[src/rtl/rsu_pkg.sv]
// Shared definitions for the result select unit: funct codes, source-select
// encoding and FSM state encoding.
package rsu_pkg;

  localparam logic [5:0] F_ADD  = 6'b100000;
  localparam logic [5:0] F_SUB  = 6'b100010;
  localparam logic [5:0] F_AND  = 6'b100100;
  localparam logic [5:0] F_OR   = 6'b100101;
  localparam logic [5:0] F_SLT  = 6'b101010;
  localparam logic [5:0] F_SLL  = 6'b000000;
  localparam logic [5:0] F_DIVU = 6'b011011;
  localparam logic [5:0] F_MFHI = 6'b010000;
  localparam logic [5:0] F_MFLO = 6'b010010;

  typedef enum logic [2:0] {
    SRC_ALU,
    SRC_HI,
    SRC_LO,
    SRC_SHIFT,
    SRC_NONE,
    SRC_ILLEGAL
  } rsu_src_e;

  typedef enum logic [1:0] {
    ST_IDLE,
    ST_FULL,
    ST_WAIT_DIV
  } rsu_state_e;

endpackage

[src/rtl/rsu_decode.sv]
// Combinational funct -> result source decode. Codes wider than 6 bits must
// carry zeros above bit 5 to match a supported operation.
module rsu_decode
  import rsu_pkg::*;
#(
  parameter int FUNCT_W = 6
) (
  input  logic [FUNCT_W-1:0] funct,
  output rsu_src_e           sel
);

  // Map each supported funct to its source; everything else is illegal.
  always_comb begin
    sel = SRC_ILLEGAL;
    case (funct)
      FUNCT_W'(F_ADD),
      FUNCT_W'(F_SUB),
      FUNCT_W'(F_AND),
      FUNCT_W'(F_OR),
      FUNCT_W'(F_SLT):  sel = SRC_ALU;
      FUNCT_W'(F_MFHI): sel = SRC_HI;
      FUNCT_W'(F_MFLO): sel = SRC_LO;
      FUNCT_W'(F_SLL):  sel = SRC_SHIFT;
      FUNCT_W'(F_DIVU): sel = SRC_NONE;
      default:          sel = SRC_ILLEGAL;
    endcase
  end

endmodule

[src/rtl/result_select_unit.sv]
// Registered writeback selector. Picks ALU / Hi / Lo / shifter result per
// accepted funct into a one-entry output register, interlocking MFHI/MFLO
// against the divider. Optional stall counter under `RSU_STATS_EN.
//
// Handshake: a funct transfers on a cycle where in_valid && in_ready; a result
// transfers on a cycle where out_valid && out_ready. in_ready depends only on
// state and out_ready, never on in_valid. out_valid/data_out/out_illegal are
// held unchanged while out_valid && !out_ready.
module result_select_unit
  import rsu_pkg::*;
#(
  parameter int WIDTH   = 32,
  parameter int FUNCT_W = 6
) (
  input  logic               clk,
  input  logic               rst_n,
  input  logic               in_valid,
  output logic               in_ready,
  input  logic [FUNCT_W-1:0] funct,
  input  logic [WIDTH-1:0]   alu_out,
  input  logic [WIDTH-1:0]   hi_out,
  input  logic [WIDTH-1:0]   lo_out,
  input  logic [WIDTH-1:0]   shift_out,
  input  logic               div_busy,
  output logic               out_valid,
  input  logic               out_ready,
  output logic [WIDTH-1:0]   data_out,
  output logic               out_illegal,
`ifdef RSU_STATS_EN
  output logic [15:0]        stall_cnt,
`endif
  output logic [1:0]         dbg_state
);

  rsu_state_e       state_q, state_d;
  rsu_src_e         dec_sel, load_src;
  logic             pend_lo_q, pend_lo_d;
  logic             load;
  logic             accept;
  logic [WIDTH-1:0] data_q, load_data;
  logic             ill_q;

  rsu_decode #(.FUNCT_W(FUNCT_W)) u_decode (
    .funct (funct),
    .sel   (dec_sel)
  );

  assign in_ready    = (state_q == ST_IDLE) || ((state_q == ST_FULL) && out_ready);
  assign accept      = in_valid && in_ready;
  assign out_valid   = (state_q == ST_FULL);
  assign data_out    = data_q;
  assign out_illegal = ill_q;
  assign dbg_state   = state_q;

  // Next state, load strobe and the source to load from.
  always_comb begin
    state_d   = state_q;
    pend_lo_d = pend_lo_q;
    load      = 1'b0;
    load_src  = dec_sel;
    case (state_q)
      ST_WAIT_DIV: begin
        if (!div_busy) begin
          load     = 1'b1;
          load_src = pend_lo_q ? SRC_LO : SRC_HI;
          state_d  = ST_FULL;
        end
      end
      default: begin
        if (accept) begin
          if (dec_sel == SRC_NONE) begin
            // DIVU produces no beat; from FULL the old beat drains this cycle.
            state_d = ST_IDLE;
          end else if (((dec_sel == SRC_HI) || (dec_sel == SRC_LO)) && div_busy) begin
            pend_lo_d = (dec_sel == SRC_LO);
            state_d   = ST_WAIT_DIV;
          end else begin
            load    = 1'b1;
            state_d = ST_FULL;
          end
        end else if ((state_q == ST_FULL) && out_ready) begin
          state_d = ST_IDLE;
        end
      end
    endcase
  end

  // Source mux feeding the output register.
  always_comb begin
    load_data = '0;
    case (load_src)
      SRC_ALU:   load_data = alu_out;
      SRC_HI:    load_data = hi_out;
      SRC_LO:    load_data = lo_out;
      SRC_SHIFT: load_data = shift_out;
      default:   load_data = '0;
    endcase
  end

  // State, pending MF selector and output register.
  always_ff @(posedge clk or negedge rst_n) begin
    if (!rst_n) begin
      state_q   <= ST_IDLE;
      pend_lo_q <= 1'b0;
      data_q    <= '0;
      ill_q     <= 1'b0;
    end else begin
      state_q   <= state_d;
      pend_lo_q <= pend_lo_d;
      if (load) begin
        data_q <= load_data;
        ill_q  <= (load_src == SRC_ILLEGAL);
      end
    end
  end

`ifdef RSU_STATS_EN
  // Saturating count of divider-wait cycles plus back-pressured full cycles.
  always_ff @(posedge clk or negedge rst_n) begin
    if (!rst_n) begin
      stall_cnt <= '0;
    end else if (((state_q == ST_WAIT_DIV) || ((state_q == ST_FULL) && !out_ready))
                 && (stall_cnt != 16'hFFFF)) begin
      stall_cnt <= stall_cnt + 16'd1;
    end
  end
`endif

endmodule

[config.mk]
export PLATFORM = sky130hd
export DESIGN_NAME = result_select_unit
export DESIGN_NICKNAME = d
export VERILOG_FILES = /design/src/rtl/rsu_pkg.sv /design/src/rtl/rsu_decode.sv /design/src/rtl/result_select_unit.sv
export SDC_FILE = /design/constraint.sdc
export NUM_CORES = 1
export LEC_CHECK = 0
export ABC_AREA = 1
export CELL_PAD_IN_SITES_DETAIL_PLACEMENT = 1
export CELL_PAD_IN_SITES_GLOBAL_PLACEMENT = 2
export CORE_MARGIN = 1.5
export CORE_UTILIZATION = 18
export DETAILED_ROUTE_END_ITERATION = 10
export PLACE_DENSITY_LB_ADDON = 0.1
export SYNTH_ARGS = -nofsm -noshare
export SYNTH_HDL_FRONTEND = slang
export SYNTH_SLANG_ARGS = --single-unit
export TNS_END_PERCENT = 100
[constraint.sdc]
create_clock -name clk -period 2.23 [get_ports clk]
set_input_delay 0.446 -clock clk [delete_from_list [all_inputs] [get_ports clk]]
set_output_delay 0.446 -clock clk [all_outputs]
set_load 0.02 [all_outputs]
# Yosys cells after proc, flatten, opt, wreduce, memory -nomap -nowiden
# Cells that the tools add are included.
# Widths: inputs -> output; s select.
[op_classes]
n_reduce_logical = 12
bitwise = 2
mux = 16
n_eq_ne = 18
[op_table]
columns = ["op", "count"]
rows = [
  ["$pmux 32 s4", 1],
  ["$eq 6x6->1 const B", 5],
  ["$eq 6x5->1 const B", 3],
  ["$pmux 3 s5", 1],
  ["$mux 2", 7],
  ["$eq 3x2->1 const B", 3],
  ["$eq 3x1->1 const B", 2],
  ["$eq 3x3->1 const B", 2],
  ["$logic_not 6->1", 1],
  ["$mux 3", 2],
  ["$mux 1", 5],
  ["$reduce_or 5->1", 1],
  ["$reduce_and 4->1", 1],
  ["$logic_and 1x1->1", 3],
  ["$logic_not 3->1", 1],
  ["$reduce_bool 3->1", 1],
  ["$eq 2x1->1 const B", 1],
  ["$eq 2x2->1 const B", 1],
  ["$logic_not 2->1", 1],
  ["$logic_or 1x1->1", 2],
  ["$ne 2x2->1 const B", 1],
  ["$not 1->1", 2],
  ["$reduce_and 2->1", 1],
]
[word_totals]
regBits = 36
output_inout_bits = 37
inputBits = 139
elab_cells = 52

# Longest topological paths before layout
# Gate-level depths: netlist (run 1).
[depth]
depth_word = 10
ltp_mapped = 13

# Modules after synthesis
# Synthesis (run 1) repeated with hierarchy kept, for this count alone.
[hier_totals]
cells_unflattened = 430
area_unflattened_um2 = 2776.4
[by_module_without_submodules]
columns = ["module", "instances", "area_per_inst_um2", "cells_per_inst"]
rows = [
  ["result_select_unit", 1, 2655.0, 401],
  ["rsu_decode", 1, 121.4, 29],
]

# Least setup slack after synthesis (run 1)
# OpenSTA, ideal clock, no wires.
[synth_path]
path_kind = "reg2reg"
start = "reg state_q[0] (netlist: dbg_state[0])"
end = "reg data_q[0] (netlist: data_out[0])"
path_stages_with_launch = 12
slack_ns = -0.059
setup_time_ns = 0.121
synth_period_minus_slack_ns = 2.289
arrival_time_ns = 2.168
required_ns = 2.109
cell_sequence = "dfrtp_1 > inv_1 > nor2_1 > nand2_1 > o21ai_0 > nand2_1 > nor3_1 > nor2_1 > buf_2 > buf_2 > nand2_1 > nand2_1"
[synth_between]
elab_chain_cells = 6
word_cells_on_any_way = 14
[synth_lines]
columns = ["element", "line", "text"]
rows = [
  ["from (decl)", "result_select_unit.sv:35", "rsu_state_e state_q, state_d;"],
  ["from (signal assigned)", "result_select_unit.sv:108", "state_q <= state_d;"],
  ["$eq 2x1->1", "-", ""],
  ["net out_valid", "result_select_unit.sv:25", "output logic out_valid,"],
  ["$logic_and 1x1->1", "result_select_unit.sv:48", "assign in_ready = (state_q == ST_IDLE) || ((state_q == ST_FULL) && out_ready);"],
  ["$logic_or 1x1->1", "result_select_unit.sv:48", ""],
  ["net in_ready", "result_select_unit.sv:18", "output logic in_ready,"],
  ["$logic_and 1x1->1", "result_select_unit.sv:49", "assign accept = in_valid && in_ready;"],
  ["$mux 1", "result_select_unit.sv:70", "if (accept) begin"],
  ["$mux 1", "result_select_unit.sv:61", "case (state_q)"],
  ["to (signal assigned)", "result_select_unit.sv:111", "data_q <= load_data;"],
  ["to (decl)", "result_select_unit.sv:40", "logic [WIDTH-1:0] data_q, load_data;"],
]
# The timed path passes the listed nets, and every way through them passes these cells.
# A chain may end at the register's enable or synchronous reset.

# Final worst setup path (run 1)
[layout_path]
start = "in funct[0]"
end = "reg data_q[4] (netlist: data_out[4])"
[layout_between]
elab_chain_cells = 10
word_cells_on_any_way = 27
[layout_lines]
columns = ["element", "line", "text"]
rows = [
  ["from (decl)", "result_select_unit.sv:19", "input logic [FUNCT_W-1:0] funct,"],
  ["$eq 6x6->1", "rsu_decode.sv:15", "case (funct)"],
  ["$reduce_or 5->1", "rsu_decode.sv:15", ""],
  ["$pmux 3 s5 *", "rsu_decode.sv:15", ""],
  ["$eq 3x1->1 / $eq 3x2->1 (equally long branches)", "result_select_unit.sv:74", "end else if (((dec_sel == SRC_HI) || (dec_sel == SRC_LO)) && div_busy) begin"],
  ["$logic_or 1x1->1", "result_select_unit.sv:74", ""],
  ["$logic_and 1x1->1", "result_select_unit.sv:74", ""],
  ["$mux 1", "result_select_unit.sv:74", ""],
  ["$mux 1", "result_select_unit.sv:71", "if (dec_sel == SRC_NONE) begin"],
  ["$mux 1", "result_select_unit.sv:70", ""],
  ["$mux 1", "result_select_unit.sv:61", ""],
]
# Every way passes the cells marked *; elsewhere a longest branch is shown, timed or not.

==> results.txt, run 1 <==
Syn nets - 557
Core Box Area - 0.0151 mm²
Drt wl/cell - 16.6 µm
Critical Path Most Common Cell - nand2_1
Synth Instances - 418
Layout net count - 737
Power Density - 620 mW/mm²
CTS Sinks - 36
CTS tree - done
DRT antenna net count - 0
Max FO, Critical Path - 17
CTS Root Cell - clkbuf_16
Status - finished, final reports clean
Min Clock Period, post-route - 2.07 ns
Clock-pin slew on the worst setup and hold paths - 0.06 ns
# fillers - 1820
Post-Syn Area - 0.00276 mm²
ANT cells - 0
TritonCTS Buffers - 5
Vias in the first global route - 3861
# setup viols final - 0
Crit start category - input port
Layout cells sized above 1 - 10.4%
Max-slew violations - 0
Crit path largest cell delay - 0.55 ns
Initial DRC Count - 131
DRT Pass-1 Iters - 6
Total power - 3.25 mW
Final Util - 34.8%
Layout area overhead - 89.9%
Initial antenna violation count - 0
Critical path class - input port to flip-flop
Seq/Total Area, Yosys - 32.6%
Bufs and invs on worst path - 4
Die width - 127 µm
Crit path DAT - 2.24 ns
Slew @ Worst Pin - 0.580 ns
Setup TNS - 0 ns
Slew HR - 61.3%
Netlist cell types - 19
Post-route setup slack - 0.157 ns
Latest clock arrival within the worst-skew pair - 0.28 ns
P_leak - 2.72 nW
Residual DRC - 0
Type of the most critical hold path - input port to asynchronous set/reset pin
Clk_skew - 0.00656 ns
CP top delay family - buffers and inverters
Tcrit/Tclk final - 93.0%
CP max-delay cell - clkdlybuf4s50_1
FF+latch count, synth - 36
H-tree depth - 2
RSZ-0062 raised after global routing - yes
Synth warn - 0
Rows - 45
First-pass GRT wire length - 19900 µm
Routed vias - 3604
Full die area - 0.0161 mm²
Vias per Instance - 4.59
Cell chain of the critical path - clkdlybuf4s50_1 -> nand2_1 -> nand2_1 -> nor2_2 -> buf_4 -> o21bai_4 -> a21oi_4 -> buf_6 -> clkbuf_16 -> nand3_1 -> nand2_1 -> o21bai_1 -> nand2_1
Hold Fails Final Rpt - 0
Port buffer count - 175
Max cap viols - 0
WP data required - 2.40 ns
Total congestion overflow - 0
DP Worst Slack - -0.430 ns
Synthesized area per cell - 6.61 µm²
Peak supply drop - 0.000254 V
CP Capture Type - flip-flop
CTS max path bufs - 2
Starting Density - 18.3%
DRT Wirelength - 13000 µm
Detail Placement HPWL - 9350 µm
Total Routing Usage GR - 15.6%
I/O pins - 176
Largest net degree at the start of global routing - 39
Die height - 127 µm
Routability cong. - 0.742
Fmax - 482 MHz
area by class of cell:
cell class,count,area (µm²),area share (%)
Tap cell,188,235,4.48
Clock buffer,7,153,2.91
Timing Repair Buffer,210,2200,42.0
Multi-Input combinational cell,335,1720,32.7
Sequential cell,36,901,17.2
Inverter,10,37.5,0.715
timing repair:
| item | CTS | global route |
|---|---|---|
| pin swaps | 0 | 5 |
| setup endpoints to repair | 34 | 33 |
| cloned | 0 | 3 |
| hold buffers | 0 | 0 |
| setup buffers | 0 | 3 |
| resized for setup | 2 | 23 |
state kept, by name, summed over array words and instances (netlist names):
name and cells:
out_illegal 1, pend_lo_q 1, dbg_state 2, data_out 32
per-stage QoR:
stage | std cells | area, µm² | hold WS, ns
floorplan | 418 | 2770 | 0.150
global placement | 773 | 4910 | 0.461
detailed placement | 773 | 4910 | 0.469
CTS | 780 | 5060 | 0.186
global route | 786 | 5250 | 0.204
finish | 786 | 5250 | 0.154
worst register-to-register path, stage by stage (launching register included):
cell	delay, ns
dfrtp_1	0.41
inv_1	0.15
nand3b_4	0.11
or2_1	0.27
nand2_1	0.09
inv_2	0.06
a21oi_4	0.19
buf_6	0.16
buf_12	0.14
nand3_1	0.09
nand2_1	0.10
o21bai_1	0.06
nand2_1	0.05
layout by cell type (no fill, tap or decap):
master           synthesis  layout
a21boi_4                 0       1
a21oi_4                  1       1
and3_4                   0       1
buf_12                   0      10
buf_2                   17       1
buf_4                    7      20
buf_6                    0       2
clkbuf_16                0       8
clkbuf_8                 0       2
clkdlybuf4s50_1          0     169
dfrtp_1                 36      36
dlygate4sd2_1            0       1
dlymetal6s2s_1           0       4
inv_1                    9       9
inv_2                    1       1
nand2_1                144     141
nand2_2                  0       3
nand3_1                103     101
nand3_2                  0       2
nand3b_4                 1       1
nand4_1                 33      33
nor2_1                  10       4
nor2_2                   0       4
nor2_4                   0       2
nor3_2                   0       1
o21ai_0                  6       5
o21ai_2                  0       1
o21bai_1                33      32
o21bai_4                 0       1
or2_1                    1       1
metal layers:
layer | global-route usage (%) | wire length (µm)
met1 | 19.1 | 5810
met2 | 27.1 | 6250
met3 | 4.56 | 866
met4 | 3.21 | 99
met5 | 0 | 0
synthesized netlist by cell type, drive strengths merged:
cell type	count	area share [%]
a21oi	1	0.59
inv	10	1.4
or2	1	0.23
nand2	144	20
o21ai	6	1.1
nor3	1	0.18
o21bai	33	9.0
nand3b	1	0.72
buf	27	5.4
nor2	10	1.4
dfrtp	36	33
nand4	33	7.5
clkbuf	10	1.4
nand3	103	19
a21boi	1	0.27
and3	1	0.23
worst paths after layout:
| kind | startpoint | endpoint | slack, ns | depth (start not counted) |
|---|---|---|---|---|
| worst max-delay path | funct[0] | data_out[4]$_DFFE_PN0P_ | 0.16 | 13 |
| worst min-delay path | rst_n | data_out[21]$_DFFE_PN0P_ | 0.15 | 1 |
| worst max register to register | dbg_state[0]$_DFFE_PN0P_ | data_out[31]$_DFFE_PN0P_ | 0.30 | 12 |
| worst min register to register | data_out[4]$_DFFE_PN0P_ | data_out[4]$_DFFE_PN0P_ | 0.48 | 2 |
| max in group asynchronous | rst_n | data_out[19]$_DFFE_PN0P_ | 1.42 | 2 |
| min in group clk | data_out[4]$_DFFE_PN0P_ | data_out[4]$_DFFE_PN0P_ | 0.48 | 2 |
kinds of logic after synthesis:
kind of cell | after synthesis | synth area share (%)
AND/OR/NAND/NOR | 294 | 48.4
flip-flops | 36 | 32.6
AO/OA/AOI/OAI | 41 | 10.9
buffers and inverters | 47 | 8.10
report_power, final:
group	total [mW]	switching, mW	internal [mW]	leakage, nW
sequential	0.901	0.0965	0.805	0.487
clock	0.742	0.273	0.469	0.0760
combinational	1.61	0.778	0.832	2.16
(Power assumes the default switching activity.)
==> run 2: changes to the inputs <==
- CTS_CLUSTER_DIAMETER: not set -> 100
==> results of run 2 <==
Final layout, timing and power as in run 1 (identical DEF).
